==> src/rtl/grey_pkg.sv <==
// -----------------------------------------------------------------------------
// grey_pkg
// Shared helpers for grey-coded buses: bin2grey / grey2bin / popcount and the
// receive-side FSM state type. Used by grey_code (transmit side) and by
// grey_sync_rx / grey_to_binary (receive side).
//
// The functions work on zero-extended MAX_W-bit values. Leading zeros do not
// change a grey<->binary conversion or a popcount, so any bus width up to
// MAX_W works. Callers cast in with MAX_W'(x) and truncate the result back
// to their own width.
// -----------------------------------------------------------------------------
package grey_pkg;

    localparam int MAX_W = 32;

    typedef enum logic {
        INIT = 1'b0,   // filling the synchroniser, no valid samples yet
        RUN  = 1'b1    // baseline captured, tracking changes
    } sync_state_t;

    function automatic logic [MAX_W-1:0] bin2grey(input logic [MAX_W-1:0] b);
        return b ^ (b >> 1);
    endfunction

    // b[MSB] = g[MSB]; b[i] = b[i+1] ^ g[i]
    function automatic logic [MAX_W-1:0] grey2bin(input logic [MAX_W-1:0] g);
        logic [MAX_W-1:0] b;
        b = '0;
        b[MAX_W-1] = g[MAX_W-1];
        for (int i = MAX_W - 2; i >= 0; i--) begin
            b[i] = b[i+1] ^ g[i];
        end
        return b;
    endfunction

    function automatic int unsigned popcount(input logic [MAX_W-1:0] x);
        int unsigned cnt;
        cnt = 0;
        for (int i = 0; i < MAX_W; i++) begin
            if (x[i]) cnt++;
        end
        return cnt;
    endfunction

endpackage

==> src/rtl/grey_to_binary.sv <==
// -----------------------------------------------------------------------------
// grey_to_binary
// Combinational grey -> binary converter, the receive-side counterpart of
// grey_code.
//
// Ports:
//   grey  in  SIZE  grey-coded value
//   bin   out SIZE  binary equivalent
// -----------------------------------------------------------------------------
module grey_to_binary
    import grey_pkg::*;
#(
    parameter int SIZE = 3
) (
    input  logic [SIZE-1:0] grey,
    output logic [SIZE-1:0] bin
);

    logic [MAX_W-1:0] bin_wide;

    assign bin_wide = grey2bin(MAX_W'(grey));
    assign bin      = bin_wide[SIZE-1:0];

endmodule

==> src/rtl/grey_sync_rx.sv <==
// -----------------------------------------------------------------------------
// grey_sync_rx
// Receive stage for a grey-coded bus from another timing domain. Synchronises
// grey_in through SYNC_STAGES flops, converts it to binary and reports every
// change with a one-cycle bin_valid pulse plus the modular step size (delta).
// A sample that differs from the previous one in more than one bit is still
// accepted, but raises multi_bit_err and latches err_sticky.
//
// Ports:
//   clk            in   rising-edge clock
//   rst_n          in   synchronous active-low reset
//   grey_in        in   SIZE  grey-coded value, asynchronous to clk
//   clr_err        in   clears err_sticky (a same-cycle new error wins)
//   bin_out        out  SIZE  binary value of the last accepted sample
//   bin_valid      out  one-cycle pulse: bin_out took a new value
//   delta          out  SIZE  (new - previous) mod 2^SIZE
//   multi_bit_err  out  one-cycle pulse: accepted sample changed >1 bit
//   err_sticky     out  latched OR of multi_bit_err since reset/clear
//   ready          out  high once the synchroniser is primed
// -----------------------------------------------------------------------------
module grey_sync_rx
    import grey_pkg::*;
#(
    parameter int SIZE        = 3,
    parameter int SYNC_STAGES = 2
) (
    input  logic            clk,
    input  logic            rst_n,
    input  logic [SIZE-1:0] grey_in,
    input  logic            clr_err,
    output logic [SIZE-1:0] bin_out,
    output logic            bin_valid,
    output logic [SIZE-1:0] delta,
    output logic            multi_bit_err,
    output logic            err_sticky,
    output logic            ready
);

    localparam int CNT_W = $clog2(SYNC_STAGES + 1);

    // ------------------------------------------------------------------
    // Synchroniser: plain flop chain, nothing between stages.
    // ------------------------------------------------------------------
    logic [SYNC_STAGES-1:0][SIZE-1:0] sync_chain;
    logic [SIZE-1:0]                  sync_q;
    logic [SIZE-1:0]                  sync_bin;

    always_ff @(posedge clk) begin
        if (!rst_n) begin
            sync_chain <= '0;
        end else begin
            sync_chain <= {sync_chain[SYNC_STAGES-2:0], grey_in};
        end
    end

    assign sync_q = sync_chain[SYNC_STAGES-1];

    grey_to_binary #(
        .SIZE (SIZE)
    ) u_g2b (
        .grey (sync_q),
        .bin  (sync_bin)
    );

    // ------------------------------------------------------------------
    // FSM and datapath
    // ------------------------------------------------------------------
    sync_state_t      state_q, state_d;
    logic [CNT_W-1:0] fill_q, fill_d;
    logic [SIZE-1:0]  prev_grey, prev_grey_d;
    logic [SIZE-1:0]  bin_d, delta_d;
    logic             valid_d, mbe_d, sticky_d, ready_d;

    always_comb begin
        state_d     = state_q;
        fill_d      = fill_q;
        prev_grey_d = prev_grey;
        bin_d       = bin_out;
        delta_d     = delta;
        valid_d     = 1'b0;
        mbe_d       = 1'b0;
        ready_d     = ready;

        unique case (state_q)
            INIT: begin
                // Once the chain holds a real sample, take it as the
                // baseline silently: no pulse and no error check.
                if (fill_q == CNT_W'(SYNC_STAGES)) begin
                    prev_grey_d = sync_q;
                    bin_d       = sync_bin;
                    delta_d     = '0;
                    state_d     = RUN;
                    ready_d     = 1'b1;
                end else begin
                    fill_d = fill_q + CNT_W'(1);
                end
            end
            RUN: begin
                if (sync_q != prev_grey) begin
                    prev_grey_d = sync_q;
                    bin_d       = sync_bin;
                    delta_d     = sync_bin - bin_out;   // wraps mod 2^SIZE
                    valid_d     = 1'b1;
                    mbe_d       = popcount(MAX_W'(sync_q ^ prev_grey)) > 32'd1;
                end
            end
            default: state_d = INIT;
        endcase

        // A new error takes priority over a same-cycle clear.
        sticky_d = mbe_d | (err_sticky & ~clr_err);
    end

    always_ff @(posedge clk) begin
        if (!rst_n) begin
            state_q       <= INIT;
            fill_q        <= '0;
            prev_grey     <= '0;
            bin_out       <= '0;
            delta         <= '0;
            bin_valid     <= 1'b0;
            multi_bit_err <= 1'b0;
            err_sticky    <= 1'b0;
            ready         <= 1'b0;
        end else begin
            state_q       <= state_d;
            fill_q        <= fill_d;
            prev_grey     <= prev_grey_d;
            bin_out       <= bin_d;
            delta         <= delta_d;
            bin_valid     <= valid_d;
            multi_bit_err <= mbe_d;
            err_sticky    <= sticky_d;
            ready         <= ready_d;
        end
    end

endmodule

==> config.mk <==
export PLATFORM = sky130hd
export DESIGN_NAME = grey_sync_rx
export DESIGN_NICKNAME = d
export VERILOG_FILES = /design/src/rtl/grey_pkg.sv /design/src/rtl/grey_to_binary.sv /design/src/rtl/grey_sync_rx.sv
export SDC_FILE = /design/constraint.sdc
export NUM_CORES = 1
export LEC_CHECK = 0
export ABC_AREA = 1
export CORE_MARGIN = 1.5
export CORE_UTILIZATION = 56
export CTS_BUF_LIST = sky130_fd_sc_hd__clkbuf_16
export DETAILED_ROUTE_END_ITERATION = 10
export MAX_ROUTING_LAYER = met4
export PLACE_DENSITY = 0.82
export SLEW_MARGIN = 5
export SYNTH_ARGS = -nofsm -noshare
export SYNTH_HDL_FRONTEND = slang
export SYNTH_HIERARCHICAL = 1
export SYNTH_SLANG_ARGS = --single-unit
export TNS_END_PERCENT = 10
==> constraint.sdc <==
create_clock -name clk -period 5.05 [get_ports clk]
set_clock_uncertainty 0.05 [all_clocks]
set_input_delay 1.01 -clock clk [delete_from_list [all_inputs] [get_ports clk]]
set_output_delay 1.01 -clock clk [all_outputs]
set_load 0.01 [all_outputs]
# [Word-level counts from Yosys, hierarchy flattened]
# Index checks and enable logic that the tools add are counted.
[totals] reg_bits=22 inputBits=6
[op_classes] addsub=33 order_cmp=1 eq_ne=4 mux=110 n_bitwise=8 reduce_logical=4
[op_table] operator="32-bit 2-to-1 mux" count=95
[op_table] operator="32-bit by 1-bit adder with 32-bit output, second input constant" count=31
[op_table] operator="32-bit by 1-bit > comparator with 1-bit output, second input constant" count=1
[op_table] operator="3-bit 2-to-1 mux" count=6
[op_table] operator="3-bit one-hot mux with 2 select lines" count=3
[op_table] operator="2-bit AND reduction" count=4
[op_table] operator="1-bit 2-to-1 mux" count=6
[op_table] operator="3-bit != test" count=1
[op_table] operator="1-bit NOT" count=3
[op_table] operator="3-bit subtractor" count=1
[op_table] operator="3-bit XOR" count=1
[op_table] operator="2-bit by 1-bit adder with 2-bit output, second input constant" count=1
[op_table] operator="2-bit == test, second input constant" count=1
[op_table] operator="2-bit by 1-bit != test with 1-bit output, second input constant" count=1
[op_table] operator="2-bit != test, second input constant" count=1
[op_table] operator="1-bit XOR" count=2
[op_table] operator="1-bit AND" count=1
[op_table] operator="1-bit bitwise OR" count=1

# [Logic depth before layout (Yosys ltp)]
[depth] ltp_word=132 mapped_depth=14 ltp_nobuf=14

# [Modules after synthesis]
# The synthesis kept the hierarchy.
[by_module_without_submodules] module="grey_sync_rx" n_inst=1 cells_each=130 area_per_inst_um2=1016.0 seq_area_each_um2=440.4
[by_module_without_submodules] module="grey_to_binary" n_inst=1 cells_each=12 area_per_inst_um2=51.3 seq_area_each_um2=0.0

# [Worst setup path before layout]
# No wires, ideal clock.
[synth_path] path_kind="register to register" startpoint="register sync_chain (netlist bit sync_q[2])" endpoint="register delta[2]" setup_ns=0.110 arrival_time_ns=1.492 t_required_ns=4.890 setup_slack_ns=3.399 path_stages_with_launch=15 n_path_buf=0 path_cell_list="dfxtp_1 -> inv_1 -> nand2_1 -> nand3_1 -> nand2_1 -> inv_1 -> ha_1 -> inv_1 -> fa_1 -> inv_1 -> nand3_1 -> nand3_1 -> nand2_1 -> inv_1 -> nor2_1"
[synth_between] elab_chain_len=5 word_cells_on_any_way=8
[synth_lines] item="from (decl)" line="grey_sync_rx.sv:44" text="logic [SYNC_STAGES-1:0][SIZE-1:0] sync_chain;"
[synth_lines] item="from (signal assigned)" line="grey_sync_rx.sv:52" text="sync_chain <= {sync_chain[SYNC_STAGES-2:0], grey_in};"
[synth_lines] item="1-bit XOR (2 in series)" line="grey_pkg.sv:31" text="b[i] = b[i+1] ^ g[i];"
[synth_lines] item="3-bit subtractor" line="grey_sync_rx.sv:102" text="delta_d = sync_bin - bin_out;"
[synth_lines] item="3-bit 2-to-1 mux" line="grey_sync_rx.sv:99" text="if (sync_q != prev_grey) begin"
[synth_lines] item="3-bit one-hot mux with 2 select lines" line="grey_sync_rx.sv:84" text="unique case (state_q)"
[synth_lines] item="to (signal assigned)" line="grey_sync_rx.sv:130" text="delta <= delta_d;"
[synth_lines] item="to (decl)" line="grey_sync_rx.sv:33" text="output logic [SIZE-1:0] delta,"
# Parallel ways exist; a longest one is shown, timed or not. The select of a mux whose other input is x is not followed.
# A chain may end at the register's enable or synchronous reset.

==> impl_metrics.py <==
metrics = {
    "route": {
        "drc": 0,
        "viasPerCell": 4.92,
        "drt_pre_antenna_iters": 4,
        "vias": 890,
        "wirelength_um": 1860,
        "drt.antenna.violating_nets": 0,
        "drt_iter0_markers": 23,
        "wl_per_cell_um": 10.3,
    },
    "setup_path": {
        "cp_top_family": "buffers and inverters",
        "slowest_stage": "clkdlybuf4s50_1",
        "cp-start-kind": "input pin",
        "regToRegEndpoint": "delta[2]",
        "critPathKind": "input pin to flop",
        "critPathCaptureType": "flop",
        "r2r_start": "sync_q[2]",
        "path_depth": 5,
        "cp_max_fo": 19,
        "ff2ff_path_depth": 13,
        "crit_buf_inv": 2,
        "r2r_slack_ps": 3120,
        "crit_required_ps": 5180,
        "cp_slowest_stage_delay_ps": 870,
        "path_cells": "clkdlybuf4s50_1 > nand3_1 > inv_1 > nand2_1 > o21ai_0",
        "cp.arrival_ps": 2350,
    },
    "floorplan": {
        "start_util_pct": 60.5,
        "die-area_um2": 2180,
        "row_count": 15,
        "coreArea_um2": 1760,
        "chipWidth_um": 46.7,
        "die_h_um": 46.7,
        "io_pins": 16,
    },
    "grt": {
        "busiest_layer": "met2",
        "gr-usage-met3_pct": 4.31,
        "use_met2_pct": 32.5,
        "antenna_found_initial": 0,
        "track_usage_pct": 20.3,
        "grt_pass1_vias": 749,
        "grt_max_degree": 20,
        "met1_usage_pct": 24.0,
        "grt_pass1_wl_um": 3060,
        "grt_remaining_overflow": 0,
    },
    "synthesis": {
        "ys_seq_elements": 22,
        "syn_inst": 142,
        "ys_warn_count": 6,
        "synth_cell_types": 22,
        "synthesis.nets": 154,
        "syn_area_um2": 1070,
        "synth-seq-area-share_pct": 41.3,
        "avgSynthCellArea_um2": 7.52,
    },
    "clock_tree": {
        "cts_resized": 0,
        "cts.sinks": 22,
        "root_buffer": "clkbuf_16",
        "cts_buffer_depth": 2,
        "post_cts_buffers": 0,
        "cts_tree": "built",
        "holdBufCountCts": 0,
        "clk_pin_slew_ps": 60,
        "htreeDepth": 1,
        "clk_latency_ps": 250,
        "numCtsBuffers": 3,
    },
    "hold_path": {
        "hp-class": "flop to flop",
        "whs_endpoint": "sync_q[0]",
        "hp-start": "sync_chain[0]",
        "min_path_cells": 2,
    },
    "pwr": {
        "total_power_mw": 0.683,
        "leakage_nw": 0.663,
        "p_per_area_nw_per_um2": 536,
        "ir_worst_vdd_mv": 0.265,
    },
    "sta": {
        "finalSetupViolations": 0,
        "fin_tns_setup_ps": 0,
        "hold_viol_final": 0,
        "setup_ws_ps": 2830,
        "period_needed_ps": 2220,
        "rsz0062_at_grt": "no",
        "tightest_slew_ps": 631,
        "drv_slew": 0,
        "post-route-period-util_pct": 43.9,
        "fmax_ghz": 0.451,
        "holdWs_ps": 364,
        "maxSlewHeadroom_pct": 57.8,
    },
    "cells_and_area": {
        "nets": 169,
        "fin_area_um2": 1270,
        "areaGrowthSynthToFinish_pct": 19.2,
        "n_fill_cell": 157,
        "final_core_util_pct": 72.1,
        "drive_gt1_share_pct": 6.41,
        "fin_cells": 181,
        "antenna_cells": 0,
    },
    "placement": {
        "hpwlAfterDp_um": 1270,
        "place_ws_ps": 2570,
        "globalplace.congestion": 0.760,
        "io_buffers": 15,
        "postPlaceCellArea_um2": 1190,
        "dpl.cell_count": 177,
    },
    "job": {
        "cap_violations": 0,
    },
    "outcome": {
        "status": "finished, final reports clean",
    },
}
-- cell families (layout without fill, tap and decap cells) --
logic type / after synthesis / after routing / synth area share (%)
flip-flops: 22 / 22 / 41.3
adder cells (fa/ha/maj): 6 / 6 / 7.74
AO/OA/AOI/OAI: 14 / 14 / 7.85
buffers and inverters: 37 / 51 / 16.4
AND/OR/NAND/NOR: 61 / 61 / 25.1
XOR/XNOR: 2 / 2 / 1.64
-- worst max-delay path by stage --
stage          startpoint         end  slack [ps]
5_1_grt             rst_n  err_sticky        2680
3_5_place_dp        rst_n  err_sticky        2570
3_3_place_gp        rst_n  err_sticky        2650
2_1_floorplan   sync_q[2]    delta[2]        3400
6_report            rst_n  err_sticky        2830
4_1_cts             rst_n  err_sticky        2820
-- synthesized netlist by cell type --
cell	count	area, um^2
nand2_1	36	135
inv_1	31	116
dfxtp_1	22	440
nand3_1	12	60.1
nor2_1	9	33.8
a21oi_1	6	30.0
ha_1	5	62.6
a21oi_2	3	26.3
o21ai_0	3	15.0
buf_6	2	22.5
nand2_4	2	22.5
buf_12	1	20.0
buf_2	1	5.00
buf_4	1	7.51
fa_1	1	20.0
inv_2	1	3.75
nand3_2	1	10.0
nand4_1	1	6.26
o21a_1	1	7.51
o21ai_1	1	5.00
xnor2_1	1	8.76
xor2_1	1	8.76
-- where the power goes --
part | switching, mW | leakage [nW] | internal (mW) | total, mW
combinational | 0.151 | 0.444 | 0.122 | 0.273
sequential | 0.0296 | 0.181 | 0.216 | 0.246
clock | 0.0585 | 0.0385 | 0.105 | 0.164
-- registers in the layout, summed over array words and instances, names as in the netlist, 2 cells and up --
| name | cells |
|---|---|
| delta | 3 |
| sync_q | 3 |
| prev_grey | 3 |
| fill_q | 2 |
| sync_chain | 3 |
| bin_out | 3 |
-- cell usage in the layout (no fill, tap or decap), drive strengths merged --
| cell | synthesis | layout |
|---|---|---|
| dfxtp | 22 | 22 |
| clkdlybuf4s50 | 0 | 15 |
| nand3 | 13 | 13 |
| nor2 | 9 | 9 |
| ha | 5 | 5 |
| nand4 | 1 | 1 |
| xnor2 | 1 | 1 |
| fa | 1 | 1 |
| inv | 32 | 32 |
| clkinv | 0 | 1 |
| o21a | 1 | 1 |
| clkbuf | 0 | 3 |
| o21ai | 4 | 4 |
| a21oi | 9 | 9 |
| nand2 | 38 | 38 |
| xor2 | 1 | 1 |
-- worst min-delay path: stages, from the launching register on --
cell     delay, ps
dfxtp_1        300
nand2_1         50
inv_1           40
-- area by class of cell --
type                    instances  area [um^2]  share of cell area, %
flip-flops and latches         22          440                   34.6
clock inverters                 1         3.75                  0.295
repair buffers                 15          150                   11.8
well taps                      25         31.3                   2.46
multi-input cells              83          452                   35.5
inverters                      32          120                   9.44
clock buffers                   3         75.1                   5.90
-- routing by layer --
layer | wire length, um | vias to the layer above
li1 | - | 453
met1 | 801 | 404
met2 | 923 | 29
met3 | 105 | 4
met4 | 27 | 0
met5 | 0 | -
Note: power is estimated with default switching activity, not from simulation.
